===== config.mk =====
export PLATFORM = sky130hd
export DESIGN_NAME = pedal_sensor_cond
export DESIGN_NICKNAME = d
export VERILOG_FILES = /design/src/rtl/pedal_sensor_cond.sv
export SDC_FILE = /design/constraint.sdc
export NUM_CORES = 1
export LEC_CHECK = 0
export BUFFER_PORTS_ARGS = -buffer_cell sky130_fd_sc_hd__buf_4
export CAP_MARGIN = 20
export CORE_MARGIN = 4
export CORE_UTILIZATION = 28
export CTS_CLUSTER_DIAMETER = 80
export DETAILED_ROUTE_END_ITERATION = 10
export GPL_ROUTABILITY_DRIVEN = 0
export PLACE_DENSITY = 0.43
export SLEW_MARGIN = 30
export SYNTH_ARGS = -nofsm -noshare
export SYNTH_HDL_FRONTEND = slang
export SYNTH_SLANG_ARGS = --single-unit

===== constraint.sdc =====
create_clock -name clk -period 8.5 [get_ports clk]
set_clock_uncertainty 0.05 [all_clocks]
set_input_delay 1.275 -clock clk [delete_from_list [all_inputs] [get_ports clk]]
set_output_delay 1.275 -clock clk [all_outputs]
set_load 0.1 [all_outputs]

===== src/rtl/pedal_sensor_cond.sv =====
// Pedal sensor conditioning: synchronizes the cadence pulse, measures edges per window,
// and keeps a cadence-gated exponential average of the torque sample.
module pedal_sensor_cond #(
    parameter int WIN_CYCLES     = 2048,
    parameter int NOT_PED_THRESH = 2
) (
    input  logic        clk,
    input  logic        rst_n,
    input  logic        cadence,
    input  logic [11:0] torque,
    output logic [4:0]  cadence_vec,
    output logic        vec_vld,
    output logic        not_pedaling,
    output logic [11:0] avg_torque
);

    localparam int               WIN_W    = $clog2(WIN_CYCLES);
    localparam logic [WIN_W-1:0] WIN_LAST = WIN_W'(WIN_CYCLES - 1);
    localparam logic [WIN_W-1:0] WIN_ONE  = WIN_W'(1);
    localparam logic [5:0]       THRESH   = 6'(NOT_PED_THRESH);

    function automatic logic [4:0] sat31(input logic [5:0] v);
        logic [4:0] r;
        if (v > 6'd31) begin
            r = 5'd31;
        end else begin
            r = v[4:0];
        end
        return r;
    endfunction

    logic             s1_q, s2_q, s3_q;
    logic             s1_d, s2_d, s3_d;
    logic [WIN_W-1:0] win_cnt_q, win_cnt_d;
    logic [4:0]       edge_cnt_q, edge_cnt_d;
    logic [4:0]       cadence_vec_q, cadence_vec_d;
    logic             vec_vld_q, vec_vld_d;
    logic             not_pedaling_q, not_pedaling_d;
    logic [16:0]      accum_q, accum_d;
    logic             rise_s;
    logic             term_s;
    logic [4:0]       vec_next_s;

    // Next-state logic for synchronizer, window/edge counters, outputs and accumulator
    always_comb begin
        s1_d           = cadence;
        s2_d           = s1_q;
        s3_d           = s2_q;
        rise_s         = s2_q & ~s3_q;
        term_s         = (win_cnt_q == WIN_LAST);
        vec_next_s     = sat31({1'b0, edge_cnt_q} + {5'd0, rise_s});
        win_cnt_d      = win_cnt_q;
        edge_cnt_d     = edge_cnt_q;
        cadence_vec_d  = cadence_vec_q;
        vec_vld_d      = 1'b0;
        not_pedaling_d = not_pedaling_q;
        accum_d        = accum_q;

        if (term_s) begin
            win_cnt_d      = '0;
            edge_cnt_d     = 5'd0;
            cadence_vec_d  = vec_next_s;
            vec_vld_d      = 1'b1;
            not_pedaling_d = ({1'b0, vec_next_s} < THRESH);
        end else begin
            win_cnt_d = win_cnt_q + WIN_ONE;
            if (rise_s && (edge_cnt_q != 5'd31)) begin
                edge_cnt_d = edge_cnt_q + 5'd1;
            end else begin
                edge_cnt_d = edge_cnt_q;
            end
        end

        // Seeding from live torque takes priority over the averaging update
        if (not_pedaling_q) begin
            accum_d = {torque, 5'b0};
        end else if (rise_s) begin
            accum_d = accum_q - {5'd0, accum_q[16:5]} + {5'd0, torque};
        end else begin
            accum_d = accum_q;
        end
    end

    // State registers; synchronizer resets high so a held-high cadence yields no edge
    always_ff @(posedge clk or negedge rst_n) begin
        if (!rst_n) begin
            s1_q           <= 1'b1;
            s2_q           <= 1'b1;
            s3_q           <= 1'b1;
            win_cnt_q      <= '0;
            edge_cnt_q     <= 5'd0;
            cadence_vec_q  <= 5'd0;
            vec_vld_q      <= 1'b0;
            not_pedaling_q <= 1'b1;
            accum_q        <= 17'd0;
        end else begin
            s1_q           <= s1_d;
            s2_q           <= s2_d;
            s3_q           <= s3_d;
            win_cnt_q      <= win_cnt_d;
            edge_cnt_q     <= edge_cnt_d;
            cadence_vec_q  <= cadence_vec_d;
            vec_vld_q      <= vec_vld_d;
            not_pedaling_q <= not_pedaling_d;
            accum_q        <= accum_d;
        end
    end

    assign cadence_vec  = cadence_vec_q;
    assign vec_vld      = vec_vld_q;
    assign not_pedaling = not_pedaling_q;
    assign avg_torque   = accum_q[16:5];

endmodule


==> reports/results.ini <==
[yosys]
syn-cell-area_um2 = 3210
synth_top_cells_by_count = inv_1 (54), nand2_1 (47), dfrtp_1 (39)
synth-edff-count = 0
synthCells = 364
synth_top_flop_cell = dfrtp_1
synthArstFlopShare_pct = 100
yosysUniqueCellTypes = 50
syn_area_per_cell_um2 = 8.83
ys_seq_area_share_pct = 33.6
yosys.area.top_type = dfrtp_1
synth.most_common_cell = inv_1
ys_seq_elements = 43
synth_area_leaders = dfrtp_1 (30%), ha_1 (8.6%), fa_1 (7.5%)
synth_top_area_share_pct = 30.4
syn-num-nets = 413
synth_warnings = 0

[routing]
avgViaCountPerCell = 4.67
vias = 2434
wirelength_um = 7440
ant_nets = 0
drtIter0Drc = 90
firstDrtPassIters = 4
drc = 0
wire_per_inst_um = 14.3

[critical_path]
slowest_stage = fa_1
end_kind = flop
critPathRequiredTime_ns = 8.60
critical-path-top-delay-family = compound AO/OA/AOI/OAI gates
arrival_ns = 3.72
crit_fanout = 4
crit_path_max_incr_delay_ns = 0.53
path_buf_inv = 3
crit_chain = buf_4, inv_1, fa_1, inv_1, fa_1, a211oi_1, o21a_2, o31ai_2, o41ai_2, xor2_1, o221ai_1
critical_path_class = in -> reg
startpoint_type = input pin

[grt]
top_usage_layer = met2
track_usage_pct = 12.2
grt-ovfl-total = 0
grt_pass1_wl_um = 12600
use_met3_pct = 2.26
grt_antenna_before_repair = 0
grt_max_degree = 44
grtUsageMet2_pct = 18.8
grt_pass1_vias = 2386
use_met1_pct = 17.2

[clock_network]
cts_max_level = 2
post_cts_resize_count = 0
cts.clk_slew.worst_paths_ns = 0.07
cts_buffer_depth = 2
cts_tree = built
cts_hold_buf = 0
clock_sinks = 43
numCtsBuffers = 5
cts-root-buf = clkbuf_16
post-cts-setup-buffer-count = 0
clkLatencyLatePin_ns = 0.29

[layout]
num-fill-cells = 1215
final_net_count = 429
drive_above_1_share_pct = 13.9
final_cells = 521
area_delta_synth_final_pct = 13.2
diodes = 0
finalCoreUtilization_pct = 33.0

[die]
die_x_um = 115
core_area_um2 = 11000
row_count = 38
initial_core_util_pct = 29.1
die-height_um = 115
dieArea_um2 = 13300
io_pins = 34

[outcome]
status = finished clean

[job]
drv_cap = 0

[timing]
setup-violations-final = 0
period_share_pct = 42.7
hold_ws_ns = 0.305
hold_viol = 0
tightest_slew_ns = 0.836
fmax_mhz = 276
finalMaxSlewViolations = 0
slew_headroom_pct = 44.2
rsz0062_at_grt = false
final.min_clock_period_ns = 3.63
setup_tns_ns = 0

[place]
hpwl_um = 5470
place_inst = 513
portBuffers = 33

[hold_path]
hold_class = reg -> reg

## final timing paths
check	start	end	slack [ns]	depth (start not counted)
max	torque[1]	accum_q[14]	4.87	11
min	s1_q	s2_q	0.30	0
max reg2reg	s3_q	not_pedaling	5.57	8
min reg2reg	s1_q	s2_q	0.30	0
max in group asynchronous	rst_n	win_cnt_q[4]	7.06	1
min in group asynchronous	rst_n	accum_q[14]	0.93	1
## state kept, by name (all words and copies together) (netlist names)
register / count
s2_q: 1
not_pedaling: 1
s3_q: 1
vec_vld: 1
s1_q: 1
edge_cnt_q: 5
accum_q: 17
win_cnt_q: 11
cadence_vec: 5
## layer usage
layer,part of all wire [%],wire length [um],vias up
li1,-,-,1230
met4,1.5,112,0
met5,0,0,-
met1,50,3720,1168
met2,46,3400,31
met3,2.8,209,5
## cell usage in the layout, fill, tap and decap left out, types with 11 or more instances in the layout
master,n
xor2_1,15
ha_1,22
xnor2_1,11
fa_1,12
buf_4,33
dfrtp_1,39
a21oi_1,24
o21ai_0,14
nand2_1,47
nor2_1,16
inv_1,54
## cell families after synthesis
family	after synthesis	share of synthesized area, %
adders and majority gates	34	16.0
muxes	2	0.623
and+or+nand+nor	102	14.8
DFF	43	33.6
buffers and inverters	79	10.8
AOI/OAI and AO/OA	78	17.1
xor gates and xnor gates	26	7.08
## stage by stage
| stage | cell area [um^2] | worst slack [ns] |
|---|---|---|
| after CTS | 3640 | 4.88 |
| after floorplan | 3210 | 4.85 |
| after global routing | 3640 | 4.73 |
| final | 3640 | 4.87 |
| after detailed placement | 3500 | 4.56 |
| after global placement | 3500 | 4.59 |
## layout make-up
type | instances | area (um^2) | area share (%)
inverters | 55 | 206 | 5.67
clock inverters | 2 | 12.5 | 0.344
repair buffers | 33 | 248 | 6.81
well taps | 140 | 175 | 4.81
flip-flops and latches | 43 | 1080 | 29.7
multi-input cells | 242 | 1790 | 49.1
clock buffers | 6 | 129 | 3.54
Power is not shown: default switching activity piles up to over one toggle a cycle in this logic, so the estimate is an artifact.
